## config.mk

```make
export PLATFORM = sky130hd
export DESIGN_NAME = sdf_stage_ctrl
export DESIGN_NICKNAME = d
export VERILOG_FILES = /design/src/rtl/sdf_stage_ctrl.sv
export SDC_FILE = /design/constraint.sdc
export NUM_CORES = 1
export LEC_CHECK = 0
export ABC_AREA = 1
export BUFFER_PORTS_ARGS = -buffer_cell sky130_fd_sc_hd__buf_2
export CORE_MARGIN = 3
export CORE_UTILIZATION = 50
export DETAILED_ROUTE_END_ITERATION = 8
export PLACE_DENSITY_LB_ADDON = 0.05
export SYNTH_ARGS = -nofsm -noshare
export SYNTH_HDL_FRONTEND = slang
export SYNTH_SLANG_ARGS = --single-unit
```

## constraint.sdc

```tcl
create_clock -name clk -period 3.6 [get_ports clk]
set_clock_uncertainty 0.05 [all_clocks]
set_input_delay 0.72 -clock clk [delete_from_list [all_inputs] [get_ports clk]]
set_output_delay 0.72 -clock clk [all_outputs]
set_load 0.05 [all_outputs]
```

## src/rtl/sdf_stage_ctrl.sv

```systemverilog
`default_nettype none
// ============================================================================
// Module   : sdf_stage_ctrl
// Brief    : Sequencer for one radix-2 single-delay-feedback FFT stage.
//            Tracks frames of 2*DELAY samples and drives the load/butterfly/
//            drain muxes, shift-register enable, twiddle-ROM address and
//            output valid of the stage datapath.
// Revision : 1.0  initial release
// ============================================================================
module sdf_stage_ctrl #(
    parameter int DELAY   = 8,  // half-frame length = shift-register depth
    parameter int TW_STEP = 2,  // twiddle address stride per drain sample
    parameter int AW      = 4   // twiddle address width
) (
    input  logic          clk,
    input  logic          rst_n,
    input  logic          valid_i,
    input  logic          clr_err_i,
    output logic [1:0]    state_o,
    output logic          bf_mode_o,
    output logic          sr_sel_o,
    output logic          sr_shift_o,
    output logic          tw_en_o,
    output logic [AW-1:0] tw_addr_o,
    output logic          valid_o,
    output logic          frame_done_o,
    output logic          err_o
);

    // Counter width must hold the value 2*DELAY, reached transiently before
    // the wrap to DRAIN.
    localparam int CW = $clog2(2 * DELAY) + 1;

    localparam logic [CW-1:0] C_ONE = CW'(1);
    localparam logic [CW-1:0] C_D   = CW'(DELAY);
    localparam logic [CW-1:0] C_2D  = CW'(2 * DELAY);
    localparam logic [CW-1:0] C_DM1 = CW'(DELAY - 1);

    typedef enum logic [1:0] {
        ST_IDLE  = 2'b00,
        ST_FILL  = 2'b01,
        ST_BFLY  = 2'b10,
        ST_DRAIN = 2'b11
    } state_t;

    state_t        r_state;
    state_t        w_state_nxt;
    logic [CW-1:0] r_in_cnt;
    logic [CW-1:0] w_in_cnt_nxt;
    logic [CW-1:0] r_drn_cnt;
    logic [CW-1:0] w_drn_cnt_nxt;
    logic [CW-1:0] w_in_inc;
    logic          r_err;
    logic          w_err_set;
    logic          w_bfly;
    logic          w_drain;
    logic [AW-1:0] w_tw_addr;

    assign w_in_inc = r_in_cnt + C_ONE;

    // State, counters and sticky error register; reset may arrive mid-frame.
    always_ff @(posedge clk or negedge rst_n) begin
        if (!rst_n) begin
            r_state   <= ST_IDLE;
            r_in_cnt  <= '0;
            r_drn_cnt <= '0;
            r_err     <= 1'b0;
        end else begin
            r_state   <= w_state_nxt;
            r_in_cnt  <= w_in_cnt_nxt;
            r_drn_cnt <= w_drn_cnt_nxt;
            // A protocol error in the same cycle as a clear keeps the flag set.
            r_err     <= w_err_set | (r_err & ~clr_err_i);
        end
    end

    // Next-state and counter update; DRAIN overlaps loading of the next frame.
    always_comb begin
        w_state_nxt   = r_state;
        w_in_cnt_nxt  = r_in_cnt;
        w_drn_cnt_nxt = r_drn_cnt;
        w_err_set     = 1'b0;
        case (r_state)
            ST_IDLE: begin
                if (valid_i) begin
                    w_in_cnt_nxt = C_ONE;
                    w_state_nxt  = (C_D == C_ONE) ? ST_BFLY : ST_FILL;
                end
            end
            ST_FILL: begin
                if (valid_i) begin
                    w_in_cnt_nxt = w_in_inc;
                    if (w_in_inc == C_D) begin
                        w_state_nxt = ST_BFLY;
                    end
                end else begin
                    w_err_set    = 1'b1;
                    w_in_cnt_nxt = '0;
                    w_state_nxt  = ST_IDLE;
                end
            end
            ST_BFLY: begin
                if (valid_i) begin
                    if (w_in_inc == C_2D) begin
                        w_in_cnt_nxt  = '0;
                        w_drn_cnt_nxt = '0;
                        w_state_nxt   = ST_DRAIN;
                    end else begin
                        w_in_cnt_nxt = w_in_inc;
                    end
                end else begin
                    w_err_set    = 1'b1;
                    w_in_cnt_nxt = '0;
                    w_state_nxt  = ST_IDLE;
                end
            end
            ST_DRAIN: begin
                w_drn_cnt_nxt = r_drn_cnt + C_ONE;
                // A gap after a partial early load discards that partial load.
                if (valid_i) begin
                    w_in_cnt_nxt = w_in_inc;
                end else begin
                    if (r_in_cnt != '0) begin
                        w_err_set = 1'b1;
                    end
                    w_in_cnt_nxt = '0;
                end
                // Exit depends on how much of the next frame has been loaded.
                if (r_drn_cnt == C_DM1) begin
                    w_drn_cnt_nxt = '0;
                    if (w_in_cnt_nxt == C_D) begin
                        w_state_nxt = ST_BFLY;
                    end else if (w_in_cnt_nxt == '0) begin
                        w_state_nxt = ST_IDLE;
                    end else begin
                        w_state_nxt = ST_FILL;
                    end
                end
            end
            default: begin
                w_state_nxt   = ST_IDLE;
                w_in_cnt_nxt  = '0;
                w_drn_cnt_nxt = '0;
            end
        endcase
    end

    assign w_bfly  = (r_state == ST_BFLY);
    assign w_drain = (r_state == ST_DRAIN);

    // Product taken modulo 2**AW; operands reduced first, which is exact.
    assign w_tw_addr = AW'(r_drn_cnt) * AW'(TW_STEP);

    assign state_o      = r_state;
    assign bf_mode_o    = w_bfly;
    assign sr_sel_o     = w_bfly;
    assign sr_shift_o   = valid_i | w_drain;
    assign tw_en_o      = w_drain;
    assign tw_addr_o    = w_drain ? w_tw_addr : '0;
    assign valid_o      = (w_bfly & valid_i) | w_drain;
    assign frame_done_o = w_drain & (r_drn_cnt == C_DM1);
    assign err_o        = r_err;

endmodule
`default_nettype wire

```

; After elaboration in Yosys (flattened, before gate mapping)
; Index checks and enable logic that the tools add are counted.
[word_totals]
wordCells = 57
input_bits = 4
out_inout_bits = 13
reg_bits = 13
[op_classes]
mux = 24
n_addsub = 2
n_eq_ne = 13
bitwise = 7
reduce_logical = 7
[op_table]
columns = operator, n
row1 = 5-bit 2-to-1 mux, 8
row2 = 5-bit one-hot mux with 4 select lines, 1
row3 = 2-bit 2-to-1 mux, 7
row4 = "5-bit by 1-bit adder with 5-bit output, second input constant", 2
row5 = "5-bit by 4-bit equality test with 1-bit output, second input constant", 2
row6 = 5-bit one-hot mux with 2 select lines, 1
row7 = 2-bit one-hot mux with 4 select lines, 1
row8 = "5-bit by 3-bit equality test with 1-bit output, second input constant", 1
row9 = "5-bit equality test, second input constant", 1
row10 = 5-bit zero test, 1
row11 = 5-bit nonzero test, 1
row12 = "2-bit equality test, second input constant", 2
row13 = 1-bit 2-to-1 mux, 4
row14 = 4-bit 2-to-1 mux, 1
row15 = "2-bit by 1-bit inequality test with 1-bit output, second input constant", 2
row16 = "2-bit inequality test, second input constant", 2
row17 = 4-bit AND reduction, 1
row18 = 1-bit AND, 3
row19 = "3-bit by 2-bit inequality test with 1-bit output, second input constant", 1
row20 = "3-bit inequality test, second input constant", 1
row21 = 1-bit bitwise OR, 3
row22 = 3-bit AND reduction, 1
row23 = "2-bit by 1-bit equality test with 1-bit output, second input constant", 1
row24 = 2-bit zero test, 1
row25 = 4 further kinds, 4

; Longest topological paths before layout
; Gate-level depths: netlist (run 1).
[depth]
depth_word = 8
mapped_depth = 12
mapped_depth_nobuf = 12

; Worst setup path before layout (run 1)
; OpenSTA, ideal clock, no wires.
[synth_timing]
path_kind = register to output
from = register r_state[1] (netlist: state_o[1])
to = output port frame_done_o
slack_ns = -0.288
stages_incl_launch_ff = 5
arrival_ns = 3.118
path_cell_list = dfrtp_1 -> ha_1 -> buf_2 -> inv_1 -> nor4_1
[synth_between]
elab_chain_len = 2
[synth_lines]
columns = element, line
row1 = "start, declared", 46  ; state_t r_state;
row2 = "start signal, assigned", 69  ; r_state <= w_state_nxt;
row3 = 2-bit equality test, 149  ; assign w_drain = (r_state == ST_DRAIN);
row4 = via tw_en_o, 23  ; output logic tw_en_o,
row5 = 1-bit AND, 161  ; assign frame_done_o = w_drain & (r_drn_cnt == C_DM1);
row6 = "end, declared", 26  ; output logic frame_done_o,
; The timed path passes the listed nets, and every way through them passes these cells.

; Worst setup path in the final report (run 1)
[layout_timing]
from = register r_state[0] (netlist: state_o[0])
to = output port frame_done_o
[layout_between]
elab_chain_len = 2
[layout_lines]
columns = element, line
row1 = 2-bit equality test, 149
row2 = 1-bit AND, 161
; Every way passes these cells.

==> flow_summary.toml, run 1 <==
[outcome]
status = "finished, final reports clean"

[layout]
layout_commonest_cell = "nand2_1"
finalNetCount = 177
layout-drive-gt1-share_pct = 17.2
syn_to_final_growth_pct = 11.1
stdcell_area_um2 = 1140
utilization_pct = 62.5
regArea_um2 = 325
final_cell_mix = "nand2_1, inv_1, buf_2"
multi_input_area_um2 = 577
nFillCells = 187
diodes = 0

[logic_synthesis]
synth_cells = 148
ys_seq_area_share_pct = 31.7
ys.warnings.count = 0
ys_ff_latch = 13
postSynthAreaPerCell_um2 = 6.92
netlist-cell-type-count = 24
synth_fp_nets = 161
synth_area_um2 = 1020

[critical_path]
cp.required_ps = 2830
start_kind = "flop"
endpoint_kind = "output port"
arrival_ps = 1770
r2r_start = "r_in_cnt[1]"
critPathKind = "flop to output port"
r2r-end = "r_drn_cnt[1]"
worst-path-max-fanout = 9
worst-r2r-setup-slack_ps = 1870
worst-r2r-cell-count = 11

[clocking]
cts_hold_buf = 0
cts_buffers = 3
clk_path_buf_depth = 2
insertion_delay_ps = 270
clk_pin_slew_worst_paths_ps = 80
clock_sinks = 13
cts-root-buf = "clkbuf_4"
cts_tree = "done"
cts_resized = 0
htreeDepth = 1
cts_setup_buffers = 0

[place]
io_buffer_count = 15
post-dp-hpwl_mm = 1.81
place_area_um2 = 1110
gp_congestion = 0.919

[power]
vdd_drop_max_mv = 0.307
p_per_area_nw_per_um2 = 571
p_leak_nw = 0.663

[route]
vias = 945
finalWirelength_mm = 2.23
avgRoutedWirePerCell_um = 11.9
ant_nets = 0
drc = 0
first_pass_iters = 4
viasPerCell = 5.03
first_iter_violations = 17

[worst_hold_path]
min_path_type = "input pin to async pin"

[job]
max_cap_violations = 0

[floorplanning]
core_um2 = 1820
ios = 17
dieArea_um2 = 2630
die_w_um = 51.3
start_util_pct = 56.3
die_y_um = 51.3
row_count = 15

[global_routing]
grt_pass1_vias = 902
grt.overflow.total = 0
antenna_found_initial = 0
grt_max_degree = 14
track_usage_pct = 18.5
grt_pass1_wl_mm = 3.67

[sta]
fin_crit_ps = 2540
rsz0062_at_grt = "false"
drv_slew = 0
hold_viol = 0
fin_tns_setup_ps = 0
fmax_ghz = 0.394
fin_crit_sh_pct = 70.6
timing.hold.ws_ps = 276
setup_violations = 0
worst max-delay path, stage by stage (launching register included):
cell     delay (ps)
dfrtp_1         410
ha_1            350
inv_1           200
nor4_2          240
buf_2           300
state kept, by name (all words and copies together), names as in the netlist:
name       cells
state_o        2
err_o          1
r_in_cnt       5
r_drn_cnt      5
through the flow:
stage	std cells	setup slack (ps)	power (mW)
after floorplan	148	283	0.485
after global placement	184	1390	0.557
after detailed placement	184	1350	0.564
after CTS	188	1040	0.655
after global routing	188	926	0.706
final	188	1060	0.650
cells in the mapped netlist, drive strengths merged:
library cell	n	area share (%)
nand2	47	18
inv	27	10
dfrtp	13	32
nor2	13	5.7
nand3	12	5.9
ha	9	11
a21oi	5	2.8
buf	4	2.4
nand4	4	2.4
o21ai	4	2.0
nand3b	2	1.5
o22ai	2	1.2
conb	1	0.37
nor3	1	0.49
nor4	1	0.61
o21bai	1	1.8
xnor2	1	0.85
xor2	1	0.85
logic make-up after synthesis:
| family | count (synthesis) | share of synthesized area, % |
|---|---|---|
| and+or+nand+nor | 80 | 34.8 |
| buffers and inverters | 31 | 12.6 |
| DFF | 13 | 31.7 |
| AOI/OAI and AO/OA | 12 | 7.81 |
| adders and majority gates | 9 | 11.0 |
| xor gates and xnor gates | 2 | 1.71 |
| other | 1 | 0.366 |
final cells by class:
| type | count | area share (%) |
|---|---|---|
| clock buffer | 4 | 2.31 |
| inverter | 27 | 9.12 |
| multi-input combinational | 104 | 50.7 |
| sequential | 13 | 28.6 |
| tap | 25 | 2.75 |
| timing repair buffer | 15 | 6.59 |
worst max-delay path by stage:
stage,from,endpoint,slack (ps),cells after the start
after global routing,state_o[1],frame_done_o,930,4
after CTS,state_o[0],frame_done_o,1040,4
final,state_o[0],frame_done_o,1060,4
after floorplan,state_o[1],frame_done_o,280,4
after detailed placement,state_o[0],frame_done_o,1350,4
after global placement,state_o[0],frame_done_o,1390,4
report_power, final:
part	leakage (nW)	switching, mW	internal (mW)
Clock	0.0150	0.0457	0.0428
Combinational	0.472	0.244	0.107
Sequential	0.176	0.0370	0.174
per-layer routing:
layer | GRT usage, % | routed length [um]
met1 | 21.7 | 1020
met2 | 33.0 | 1150
met3 | 1.75 | 51
met4 | 10.0 | 16
met5 | 0 | 0
No activity file was read; power rests on OpenSTA's default activity.
==> inputs of run 2 (changes only) <==
- CORE_UTILIZATION: 50 -> 49
- clock period: 3.6 -> 2.15 ns (I/O delays scaled with it)
==> run 2 against run 1 <==
Core utilization grew 1.6 points. First-iteration DRC count grew 18%. Sequential share of layout area shrank 0.79 points. Setup slack lost 930 ps. Final cell count grew 0.53%. Via count shrank 0.74%. Flip-flop and latch count is the same. Largest cell class unchanged. Critical endpoint is now valid_o. Register-to-register slack lost 1500 ps. Clock power grew 64%. Global-route usage shrank 0.77 points. Total power grew 68%. Combinational power grew 67%.
==> flow_summary.toml, run 2 (same netlist as run 1, synthesis figures left out) <==
[layout]
layout_commonest_cell = "nand2_1"
utilization_pct = 64.1
syn_to_final_growth_pct = 15.1
layout-drive-gt1-share_pct = 20.1
finalNetCount = 178
layout.cells.non_filler = 189
diodes = 0
stdcell_area_um2 = 1180
final_cell_mix = "nand2_1, inv_1, buf_2"

[sta]
rsz0062_at_grt = "false"
fmax_ghz = 0.495
fin_crit_sh_pct = 93.9
setup_violations = 0
drv_slew = 0
fin_crit_ps = 2020
timing.hold.ws_ps = 285
fin_tns_setup_ps = 0
hold_viol = 0
fin_ws_ps = 131

[place]
place_area_um2 = 1140
post-dp-hpwl_mm = 1.75
gp_congestion = 0.906
place_ws_ps = 358
dpl.cell_count = 184
io_buffer_count = 15

[route]
first_iter_violations = 20
avgRoutedWirePerCell_um = 11.3
finalWirelength_mm = 2.13
vias = 938
drc = 0
first_pass_iters = 4
viasPerCell = 4.96
ant_nets = 0

[floorplanning]
dieArea_um2 = 2680
start_util_pct = 55.7
core_um2 = 1840
die_y_um = 51.7
ios = 17
row_count = 15
die_w_um = 51.7

[job]
max_cap_violations = 0

[clocking]
cts_tree = "done"
clk_pin_slew_worst_paths_ps = 80
clk_path_buf_depth = 2
clock_sinks = 13
htreeDepth = 1
cts-root-buf = "clkbuf_4"
insertion_delay_ps = 270
cts_buffers = 3
cts_setup_buffers = 0

[global_routing]
grt_max_degree = 14
top_usage_layer = "met2"
grtUsageMet2_pct = 31.4
grt.overflow.total = 0
track_usage_pct = 17.8
grt_pass1_vias = 857
grt_pass1_wl_mm = 3.61
grt_util_met3_pct = 2.29
grtUsageMet1_pct = 22.3
antenna_found_initial = 0

[critical_path]
critPathKind = "flop to output port"
arrival_ps = 1540
worst-path-max-fanout = 5
start_kind = "flop"
endpoint_kind = "output port"
cp.required_ps = 1670

[power]
p_leak_nw = 0.662
power_mw = 1.09
p_per_area_nw_per_um2 = 926
vdd_drop_max_mv = 0.498

[outcome]
status = "finished, final reports clean"

[worst_hold_path]
min_path_type = "input pin to flop"
-- run 2: area by class of cell --
class                           count  area, um^2
Inverter                           27         104
Fill cell                         200         659
Timing Repair Buffer               16        87.6
Multi-Input combinational cell    104         603
Tap cell                           25        31.3
Clock buffer                        4        26.3
Sequential cell                    13         328
-- run 2: repair_timing --
item / CTS / global route
endpoints found under the hold margin: 13 / 0
setup endpoints to repair: 0 / 1
hold buffers: 1 / 0
gates resized for setup: 0 / 2
-- run 2: worst paths after layout --
check                      cells after the start           end  slack (ps)          from
setup / recovery                               5       valid_o         130    state_o[0]
hold / removal                                 2         err_o         290     clr_err_i
setup reg to reg                              11  r_drn_cnt[4]         410   r_in_cnt[1]
hold reg to reg                                2  r_drn_cnt[1]         490  r_drn_cnt[1]
max in group asynchronous                      2    state_o[0]        1290         rst_n
min in group asynchronous                      2  r_drn_cnt[2]         520         rst_n
-- run 2: power by group --
part           switching, mW  leakage [nW]  internal (mW)
logic                  0.401         0.474          0.184
clock network         0.0731        0.0150         0.0717
registers             0.0686         0.173          0.294
-- run 2: per-layer routing --
layer / part of all wire (%) / wire length [um]
met1: 47 / 999
met2: 50 / 1060
met3: 2.6 / 55
met4: 0.66 / 14
met5: 0 / 0
-- run 2: worst max-delay path: stages, from the launching register on --
cell      delay, ps
dfrtp_2         450
inv_1           130
ha_2            250
nand2_2         120
nand2_1          90
clkbuf_4        230
==> inputs of run 3 (changes only) <==
- ABC_AREA: 1 -> 0
- BUFFER_PORTS_ARGS: -buffer_cell sky130_fd_sc_hd__buf_2 -> -buffer_cell sky130_fd_sc_hd__clkbuf_2
- CORE_UTILIZATION: 49 -> 50
==> run 3 against run 2 <==
The run now ends with hold timing left. Core utilization down 2.8 points. Design area up 3.1%. Register-to-register slack got worse by 270 ps. Flip-flop and latch count unchanged.
==> flow_summary.toml, run 3 <==
[outcome]
status = "complete, but fails checks"
violations = "hold timing"

[route]
ant_nets = 0
vias = 954
viasPerCell = 5.75
first_iter_violations = 31
drc = 0
finalWirelength_mm = 2.47
first_pass_iters = 4
avgRoutedWirePerCell_um = 14.9

[place]
gp_congestion = 0.896
place_area_um2 = 1180
io_buffer_count = 15
post-dp-hpwl_mm = 1.89

[sta]
fin_crit_ps = 2030
rsz0062_at_grt = "false"
drv_slew = 0
fmax_ghz = 0.492
timing.hold.ws_ps = -1.39
fin_crit_sh_pct = 94.6
setup_violations = 0
hold_viol = 3
fin_tns_setup_ps = 0

[clocking]
clock_sinks = 13
cts-root-buf = "clkbuf_4"
insertion_delay_ps = 270
cts_setup_buffers = 0
clk_path_buf_depth = 2
htreeDepth = 1
cts_tree = "done"
cts_buffers = 3
cts_hold_buf = 0
clk_pin_slew_worst_paths_ps = 90

[power]
p_int_uw = 669
clockPowerShare_pct = 11.3
power_frac_seq_pct = 31.7
p_comb_share_pct = 57.0
p_sw_uw = 707
vdd_drop_max_mv = 0.776
p_per_area_nw_per_um2 = 1130
p_leak_nw = 0.539
switching_share_pct = 51.4

[critical_path]
worst-path-max-fanout = 5
arrival_ps = 1550
endpoint_kind = "output port"
cp.required_ps = 1670
start_kind = "flop"
critPathKind = "flop to output port"

[floorplanning]
core_um2 = 1980
die_w_um = 52.0
dieArea_um2 = 2700
die_y_um = 52.0
ios = 17
row_count = 16
start_util_pct = 53.3

[layout]
syn_to_final_growth_pct = 15.0
nFillCells = 189
final_cell_mix = "clkbuf_2, inv_1, dfrtp_1"
regArea_um2 = 328
multi_input_area_um2 = 689
layout-drive-gt1-share_pct = 25.9
finalNetCount = 153
diodes = 0
layout_commonest_cell = "clkbuf_2"
stdcell_area_um2 = 1220

[global_routing]
antenna_found_initial = 0
grt_pass1_wl_mm = 4.21
track_usage_pct = 20.7
grt_pass1_vias = 943
grt.overflow.total = 0
grt_max_degree = 14

[logic_synthesis]
netlist_top_cells_area = "dfrtp_1, ha_1, inv_1"
synthArstFlopShare_pct = 100
synth_ff_type = "dfrtp_1"
synth_fp_nets = 137
yosys-top-cells-count = "inv_1, dfrtp_1, ha_1, nand2_1"
postSynthAreaPerCell_um2 = 8.53
synth_top_area_share_pct = 30.8
ys_seq_area_share_pct = 30.8
synth_top_area_cell = "dfrtp_1"
synth_cells = 124
ys_ff_latch = 13
yosysMostFrequentCell = "inv_1"
synth_edf_count = 0
synth_area_um2 = 1060
ys.warnings.count = 0
netlist-cell-type-count = 44

[worst_hold_path]
min_path_type = "input pin to async pin"

[job]
max_cap_violations = 0
-- run 3: cell types whose count changed in the layout (fill, tap and decap cells not counted), moves of 5 or more --
cell | before | now
nand2_1 | 42 | 9
clkbuf_2 | 0 | 15
buf_2 | 14 | 0
inv_1 | 26 | 14
and2_1 | 0 | 5
nand2_2 | 5 | 0
-- run 3: routing by layer --
layer  track usage [%]  vias to the layer above  wire, um
li1                  -                      474         -
met1              26.4                      444      1110
met2              36.6                       34      1210
met3              2.87                        2       140
met4              4.37                        0        10
met5                 0                        -         0
-- run 3: cell families (layout without fill, tap and decap cells) --
group,after synthesis,after routing,synth area share (%)
AOI/OAI and AO/OA,31,31,22.4
xor gates and xnor gates,2,2,1.66
adders and majority gates,9,9,10.7
buffers and inverters,20,35,8.05
DFF,13,13,30.8
muxes,3,3,3.08
other,1,1,0.355
and+or+nand+nor,45,45,23.1
-- run 3: power by group through the flow --
stage / Clock, mW / Sequential (mW) / Combinational [mW]
floorplan: 0 / 0.495 / 0.548
global placement: 0 / 0.432 / 0.771
CTS: 0.155 / 0.434 / 0.785
finish: 0.156 / 0.436 / 0.785
global route: 0.163 / 0.454 / 0.870
detailed placement: 0 / 0.440 / 0.778
-- run 3: timing repair --
item / in CTS / in global routing
endpoints found under the hold margin: 0 / 0
setup endpoints to repair: 0 / 4
gates resized for setup: 0 / 3
-- run 3: metrics by stage --
step	setup WS, ps	total power [mW]	cells	hold WS (ps)	util, %
4_1_cts	82.9	1.37	166	9.83	61.0
3_3_place_gp	198	1.20	162	303	59.7
6_report	117	1.38	166	-1.39	61.4
5_1_grt	8.52	1.49	166	9.58	61.4
3_5_place_dp	127	1.22	162	311	59.7
2_1_floorplan	34.3	1.04	124	84.4	-
-- run 3: layout make-up --
class | count | share of cell area (%)
Inverter | 15 | 4.63
Clock buffer | 4 | 2.16
Tap cell | 27 | 2.78
Timing Repair Buffer | 16 | 6.79
Sequential cell | 13 | 27.0
Multi-Input combinational cell | 91 | 56.7
-- run 3: final timing paths --
check | from | endpoint | slack [ps] | depth (start not counted)
min in group clk | clr_err_i | err_o | 290 | 2
hold reg to reg | err_o | err_o | 470 | 2
setup / recovery | r_drn_cnt[0] | frame_done_o | 120 | 4
max in group asynchronous | rst_n | state_o[1] | 1760 | 1
hold / removal | rst_n | r_drn_cnt[4] | -1 | 1
setup reg to reg | r_in_cnt[1] | r_drn_cnt[0] | 140 | 6
-- run 3: worst max-delay path, cell delays in order, from the launching register on --
cell,delay [ps]
dfrtp_1,420
ha_1,250
nand2b_1,160
nor3_4,180
clkbuf_2,290
